## config.mk

```make
export PLATFORM = sky130hd
export DESIGN_NAME = traffic_conflict_monitor
export DESIGN_NICKNAME = d
export VERILOG_FILES = /design/src/rtl/traffic_conflict_monitor.sv
export SDC_FILE = /design/constraint.sdc
export NUM_CORES = 1
export LEC_CHECK = 0
export CORE_ASPECT_RATIO = 1.2
export CORE_MARGIN = 8
export CORE_UTILIZATION = 60
export CTS_CLUSTER_DIAMETER = 40
export CTS_CLUSTER_SIZE = 12
export DETAILED_ROUTE_END_ITERATION = 16
export PLACE_DENSITY = 0.82
export SLEW_MARGIN = 20
export SYNTH_ARGS = -nofsm -noshare
export SYNTH_HDL_FRONTEND = slang
export SYNTH_SLANG_ARGS = --single-unit
```

## constraint.sdc

```tcl
create_clock -name clk -period 5.6 [get_ports clk]
set_input_delay 0.56 -clock clk [delete_from_list [all_inputs] [get_ports clk]]
set_output_delay 0.56 -clock clk [all_outputs]
set_load 0.005 [all_outputs]
```

## src/rtl/traffic_conflict_monitor.sv

```systemverilog
// Safety stage between the four-approach signal controller and the lamps.
// Healthy light codes pass through with one cycle of registration. Any
// conflict, illegal code or sequencing violation latches a fault code and
// forces flashing red until fault_clr is given on a clean input cycle.
module traffic_conflict_monitor #(
  parameter int MIN_YELLOW  = 3,
  parameter int MAX_STABLE  = 64,
  parameter int RECOVER_CYC = 8,
  parameter int FLASH_HALF  = 4
) (
  input  logic       clk,
  input  logic       rst,
  input  logic [2:0] lightM1,
  input  logic [2:0] lightM2,
  input  logic [2:0] lightM3,
  input  logic [2:0] lightM4,
  input  logic       fault_clr,
  output logic [2:0] lampM1,
  output logic [2:0] lampM2,
  output logic [2:0] lampM3,
  output logic [2:0] lampM4,
  output logic       fault,
  output logic [2:0] fault_code
);
  localparam logic [2:0] RED = 3'b100;
  localparam logic [2:0] YEL = 3'b010;
  localparam logic [2:0] GRN = 3'b001;

  localparam int STW = $clog2(MAX_STABLE) + 1;
  localparam int RCW = $clog2(RECOVER_CYC + 1);
  localparam int FCW = $clog2(FLASH_HALF + 1);
  localparam logic [STW-1:0] STUCK_AT   = STW'(MAX_STABLE - 1);
  localparam logic [RCW-1:0] REC_LAST   = RCW'(RECOVER_CYC - 1);
  localparam logic [FCW-1:0] FLASH_LAST = FCW'(FLASH_HALF - 1);
  localparam logic [2:0]     MIN_Y      = 3'(MIN_YELLOW);

  typedef enum logic [1:0] {S_RECOVER, S_MONITOR, S_FAULT} state_t;

  state_t          state_q, state_d;
  logic [3:0][2:0] cur;
  logic [3:0][2:0] prev_q, prev_d;
  logic [3:0][2:0] lamp_q, lamp_d;
  logic [2:0]      yel_a_q, yel_a_d, yel_b_q, yel_b_d;
  logic [STW-1:0]  stable_q, stable_d;
  logic [RCW-1:0]  rec_q, rec_d;
  logic [FCW-1:0]  flash_q, flash_d;
  logic            phase_q, phase_d;
  logic            fault_q, fault_d;
  logic [2:0]      code_q, code_d;

  logic            illegal, conflict, mismatch, seq_bad, short_bad, same, stuck;
  logic [2:0]      code_lo, code_hi;

  // Legal per-lamp transitions: hold, RED->GREEN, GREEN->YELLOW, YELLOW->RED
  function automatic logic seq_ok(input logic [2:0] p, input logic [2:0] c);
    return (c == p) || (p == RED && c == GRN) || (p == GRN && c == YEL) ||
           (p == YEL && c == RED);
  endfunction

  // index 0 = M1 ... 3 = M4; even indices are axis A, odd are axis B
  assign cur      = {lightM4, lightM3, lightM2, lightM1};
  assign conflict = (cur[0] != RED || cur[2] != RED) && (cur[1] != RED || cur[3] != RED);
  assign mismatch = (cur[0] != cur[2]) || (cur[1] != cur[3]);
  assign same     = (cur == prev_q);
  assign stuck    = same && (stable_q >= STUCK_AT);

  // Per-lamp checks against the previous sample and the axis yellow counters
  always_comb begin
    illegal   = 1'b0;
    seq_bad   = 1'b0;
    short_bad = 1'b0;
    for (int i = 0; i < 4; i++) begin
      if (!(cur[i] == RED || cur[i] == YEL || cur[i] == GRN)) illegal = 1'b1;
      if (!seq_ok(prev_q[i], cur[i])) seq_bad = 1'b1;
      if (prev_q[i] == YEL && cur[i] != YEL &&
          (((i % 2) == 0) ? yel_a_q : yel_b_q) < MIN_Y) short_bad = 1'b1;
    end
    code_lo = illegal ? 3'd1 : conflict ? 3'd2 : mismatch ? 3'd3 : 3'd0;
    code_hi = seq_bad ? 3'd4 : short_bad ? 3'd5 : stuck ? 3'd6 : 3'd0;
  end

  // State transitions and lamp drive
  always_comb begin
    state_d = state_q;
    lamp_d  = lamp_q;
    fault_d = fault_q;
    code_d  = code_q;
    phase_d = phase_q;
    flash_d = flash_q;
    rec_d   = rec_q;
    unique case (state_q)
      S_RECOVER: begin
        lamp_d = {4{RED}};
        rec_d  = rec_q + 1'b1;
        if (code_lo != 3'd0) begin
          state_d = S_FAULT;
          fault_d = 1'b1;
          code_d  = code_lo;
          phase_d = 1'b1;
          flash_d = '0;
        end else if (rec_q == REC_LAST) begin
          state_d = S_MONITOR;
        end
      end
      S_MONITOR: begin
        if (code_lo != 3'd0 || code_hi != 3'd0) begin
          state_d = S_FAULT;
          fault_d = 1'b1;
          code_d  = (code_lo != 3'd0) ? code_lo : code_hi;
          lamp_d  = {4{RED}};
          phase_d = 1'b1;
          flash_d = '0;
        end else begin
          lamp_d = cur;
        end
      end
      S_FAULT: begin
        if (flash_q == FLASH_LAST) begin
          flash_d = '0;
          phase_d = ~phase_q;
        end else begin
          flash_d = flash_q + 1'b1;
        end
        lamp_d = phase_d ? {4{RED}} : '0;
        // a clear is only trusted once the controller output is sane again
        if (fault_clr && code_lo == 3'd0) begin
          state_d = S_RECOVER;
          fault_d = 1'b0;
          code_d  = 3'd0;
          lamp_d  = {4{RED}};
          rec_d   = '0;
        end
      end
      default: state_d = S_RECOVER;
    endcase
  end

  // History trackers: previous sample, yellow run lengths, unchanged-input run
  always_comb begin
    prev_d  = cur;
    yel_a_d = (cur[0] != YEL) ? 3'd0 : (yel_a_q == 3'd7) ? 3'd7 : yel_a_q + 3'd1;
    yel_b_d = (cur[1] != YEL) ? 3'd0 : (yel_b_q == 3'd7) ? 3'd7 : yel_b_q + 3'd1;
    if (!same || (state_q == S_RECOVER && state_d == S_MONITOR)) stable_d = '0;
    else if (stable_q >= STUCK_AT)                                  stable_d = stable_q;
    else                                                            stable_d = stable_q + 1'b1;
  end

  // State registers with asynchronous reset
  always_ff @(posedge clk or posedge rst) begin
    if (rst) begin
      state_q  <= S_RECOVER;
      rec_q    <= '0;
      lamp_q   <= {4{RED}};
      fault_q  <= 1'b0;
      code_q   <= 3'd0;
      phase_q  <= 1'b0;
      flash_q  <= '0;
      prev_q   <= {4{RED}};
      yel_a_q  <= 3'd0;
      yel_b_q  <= 3'd0;
      stable_q <= '0;
    end else begin
      state_q  <= state_d;
      rec_q    <= rec_d;
      lamp_q   <= lamp_d;
      fault_q  <= fault_d;
      code_q   <= code_d;
      phase_q  <= phase_d;
      flash_q  <= flash_d;
      prev_q   <= prev_d;
      yel_a_q  <= yel_a_d;
      yel_b_q  <= yel_b_d;
      stable_q <= stable_d;
    end
  end

  assign lampM1     = lamp_q[0];
  assign lampM2     = lamp_q[1];
  assign lampM3     = lamp_q[2];
  assign lampM4     = lamp_q[3];
  assign fault      = fault_q;
  assign fault_code = code_q;
endmodule

```

==> results by group <==
Outcome
  • Status: finished, final reports clean

Global routing
  • Initial antenna violation count: 0
  • Gr ovfl total: 0
  • First-pass GRT wire length: 10.77 mm
  • Overall routing resource usage: 17.57%
  • Pin count of the biggest net entering global routing: 52
  • Vias in the first global route: 2,362

Placed design
  • Placed Area: 3289 um2
  • Port Buffers: 30
  • Global placement routability congestion: 0.8189
  • Post-DP HPWL: 4.600 mm
  • Placement Setup Slack: 2.235 ns

Power
  • Pwr Density: 311.4 nW/um2
  • Psw: 0.3311 mW
  • Max VDD drop: 0.1951 mV
  • Flop pwr share: 44.2%
  • Pleak: 1.394 nW
  • P_int: 0.7269 mW
  • Power share of the combinational group: 32.0%
  • Switch share: 31.29%
  • Clock network power share: 23.8%

Floorplan
  • Initial Util: 61.89%
  • Rows: 28
  • Core area: 4905 um2
  • Die ar.: 7601 um2
  • Die X: 80.93 um
  • Chip height: 93.92 um
  • Ports: 31

CTS
  • Root buffer cell: clkbuf_8
  • CTS tree: yes
  • Setup bufs post-CTS: 0
  • CTS Sinks: 51
  • Post-CTS Hold Fix Bufs: 0
  • CTS clk-pin slew, worst paths: 0.09 ns
  • Worst-skew pair later-pin latency: 0.31 ns
  • Longest Clk Path Bufs: 2
  • Clock buffer count from CTS: 5
  • H-tree depth: 2
  • Post-cts resize count: 0

Routing
  • DRT antenna net count: 0
  • Drt wl/cell: 16.55 um
  • Initial DRC count: 113
  • Routed WL: 6.255 mm
  • Drc violations: 0
  • Via density: 6.108
  • Vias: 2,309
  • Drt pass-1 iters: 4

Timing
  • RSZ-0062 raised after global routing: no
  • Final setup vio count: 0
  • WHS: 0.4976 ns
  • Tmin final: 3.065 ns
  • Slew Viols, Final: 0
  • Final Hold Viols: 0
  • Setup Skew: 0.01229 ns
  • Final worst setup slack: 2.535 ns
  • Final period util: 54.74%
  • Setup TNS: 0 ns
  • Slew margin rel.: 43.62%
  • Max Fclk: 326.2 MHz
  • Worst-margin pin slew: 0.8457 ns

Setup path
  • R2R depth: 7
  • Reg2reg end: lampM1[1]
  • CP Capture Type: register
  • Reg-to-reg setup timing slack: 3.09 ns
  • Crit path kind: input port to register
  • Worst EP arrival: 3.25 ns
  • Crit path launch type: input port
  • Critical Path Fanout Max: 13
  • Reg-to-reg startpoint: prev_q[8]
  • CP Data Required Time: 5.79 ns

Run
  • Max-cap violations: 0

Finish
  • Most frequent cells in the layout: 43 x dfrtp_1, 30 x clkdlybuf4s50_1, 28 x nor2_1
  • Fill count: 375
  • Share of layout cells above drive strength 1: 11.64%
  • Ant diodes: 0
  • Post-route cell area: 3397 um2
  • Commonest non-fill, non-tap cell in the layout: dfrtp_1
  • Core Util, Final: 69.26%
  • Area grow syn2layout: 11.91%
  • Post-layout net count: 341

Yosys
  • EDFF count, synth: 0
  • Synthesized area per cell: 10.22 um2
  • Post-Synthesis Cells: 297
  • Synthesized area: 3035 um2
  • Yosys warns: 0
  • Seq/Total Area, Yosys: 42.37%
  • Most used DFF post-synth: dfrtp_1
  • Cell variety after synth: 63
  • Post-synth ARST share: 100.0%
  • Syn nets: 321
  • Synth Register Bits: 51

Min path
  • Hold Crit Depth: 1
  • Min-delay src: yel_a_q[0]
  • Hold Path End: yel_a_q[0]
  • Worst hold path type: register to register
-- registers in the layout, indices dropped and copies added, names as in the netlist --
register and count:
fault 1, fault_code 3, flash_q 3, lampM1 3
lampM2 3, lampM3 3, lampM4 3, phase_q 1
prev_q 12, rec_q 4, stable_q 7, state_q 2
yel_a_q 3, yel_b_q 3
-- through the flow --
step	std cells	total power, mW
6_report	378	1.058
5_1_grt	378	1.120
4_1_cts	378	1.064
3_5_place_dp	370	0.8135
3_3_place_gp	370	0.8019
2_1_floorplan	297	0.7060
-- layout make-up --
type	count	area [um2]	share of cell area, %
Clock buffer	7	76.32	2.247
Tap cell	60	75.07	2.210
Multi-Input combinational cell	221	1598	47.03
Sequential cell	51	1286	37.86
Inverter	8	31.28	0.9208
Timing Repair Buffer	30	300.3	8.840
Clock inverter	1	30.03	0.8840
-- cell usage after synthesis (all sizes together), types with 4 or more instances --
| cell | count | area (um2) |
|---|---|---|
| a21o | 4 | 30.03 |
| a21oi | 15 | 78.83 |
| a22o | 7 | 61.31 |
| a22oi | 4 | 35.03 |
| a31oi | 4 | 25.02 |
| buf | 13 | 106.4 |
| clkbuf | 4 | 15.01 |
| dfrtp | 43 | 1076 |
| dfstp | 8 | 210.2 |
| ha | 9 | 112.6 |
| inv | 8 | 30.03 |
| nand2 | 20 | 75.07 |
| nand2b | 5 | 31.28 |
| nand3 | 12 | 77.58 |
| nand4 | 8 | 56.30 |
| nor2 | 29 | 111.4 |
| nor3 | 6 | 41.29 |
| nor3b | 8 | 76.32 |
| nor4bb | 10 | 100.1 |
| o21ai | 13 | 72.57 |
| o311a | 4 | 40.04 |
| or3b | 5 | 43.79 |
| xnor2 | 25 | 219.0 |
-- logic make-up after synthesis --
group           synth area share [%]
flops                          42.37
simple gates                   23.58
xor+xnor                       7.502
compound gates                 16.41
fa+ha+maj                      3.710
buf+inv                        4.987
mux                            1.443
-- routing by layer --
| metal | up-vias | global-route usage, % | routed length (um) |
|---|---|---|---|
| li1 | 1115 | - | - |
| met1 | 1126 | 20.27 | 2669 |
| met2 | 53 | 30.14 | 3210 |
| met3 | 15 | 4.119 | 238 |
| met4 | 0 | 7.313 | 137 |
| met5 | - | 0 | 0 |
-- how the worst max path moves through the flow --
| stage | slack, ns | endpoint | depth (start not counted) | start |
|---|---|---|---|---|
| after floorplan | 3.19 | fault_code[0] | 9 | lightM3[1] |
| after global placement | 2.30 | fault_code[0] | 8 | lightM4[2] |
| after detailed placement | 2.23 | fault_code[1] | 8 | lightM4[2] |
| after CTS | 2.53 | fault_code[1] | 8 | lightM2[0] |
| after global routing | 2.34 | fault_code[1] | 8 | lightM4[2] |
| final | 2.53 | fault_code[1] | 8 | lightM4[2] |
-- power groups by stage --
stage	sequential, mW	combinational, mW	clock (mW)
2_1_floorplan	0.468	0.238	0
3_3_place_gp	0.473	0.329	0
3_5_place_dp	0.474	0.339	0
4_1_cts	0.468	0.340	0.257
5_1_grt	0.476	0.370	0.273
6_report	0.468	0.339	0.252
-- critical path: stages --
cell and delay, ns:
clkdlybuf4s50_1 0.70, nor3b_2 0.31, nor4bb_1 0.32, a21oi_2 0.11, nor3_4 0.45, a21oi_1 0.27
nand3_2 0.19, mux2_1 0.33
(Power assumes the default switching activity.)
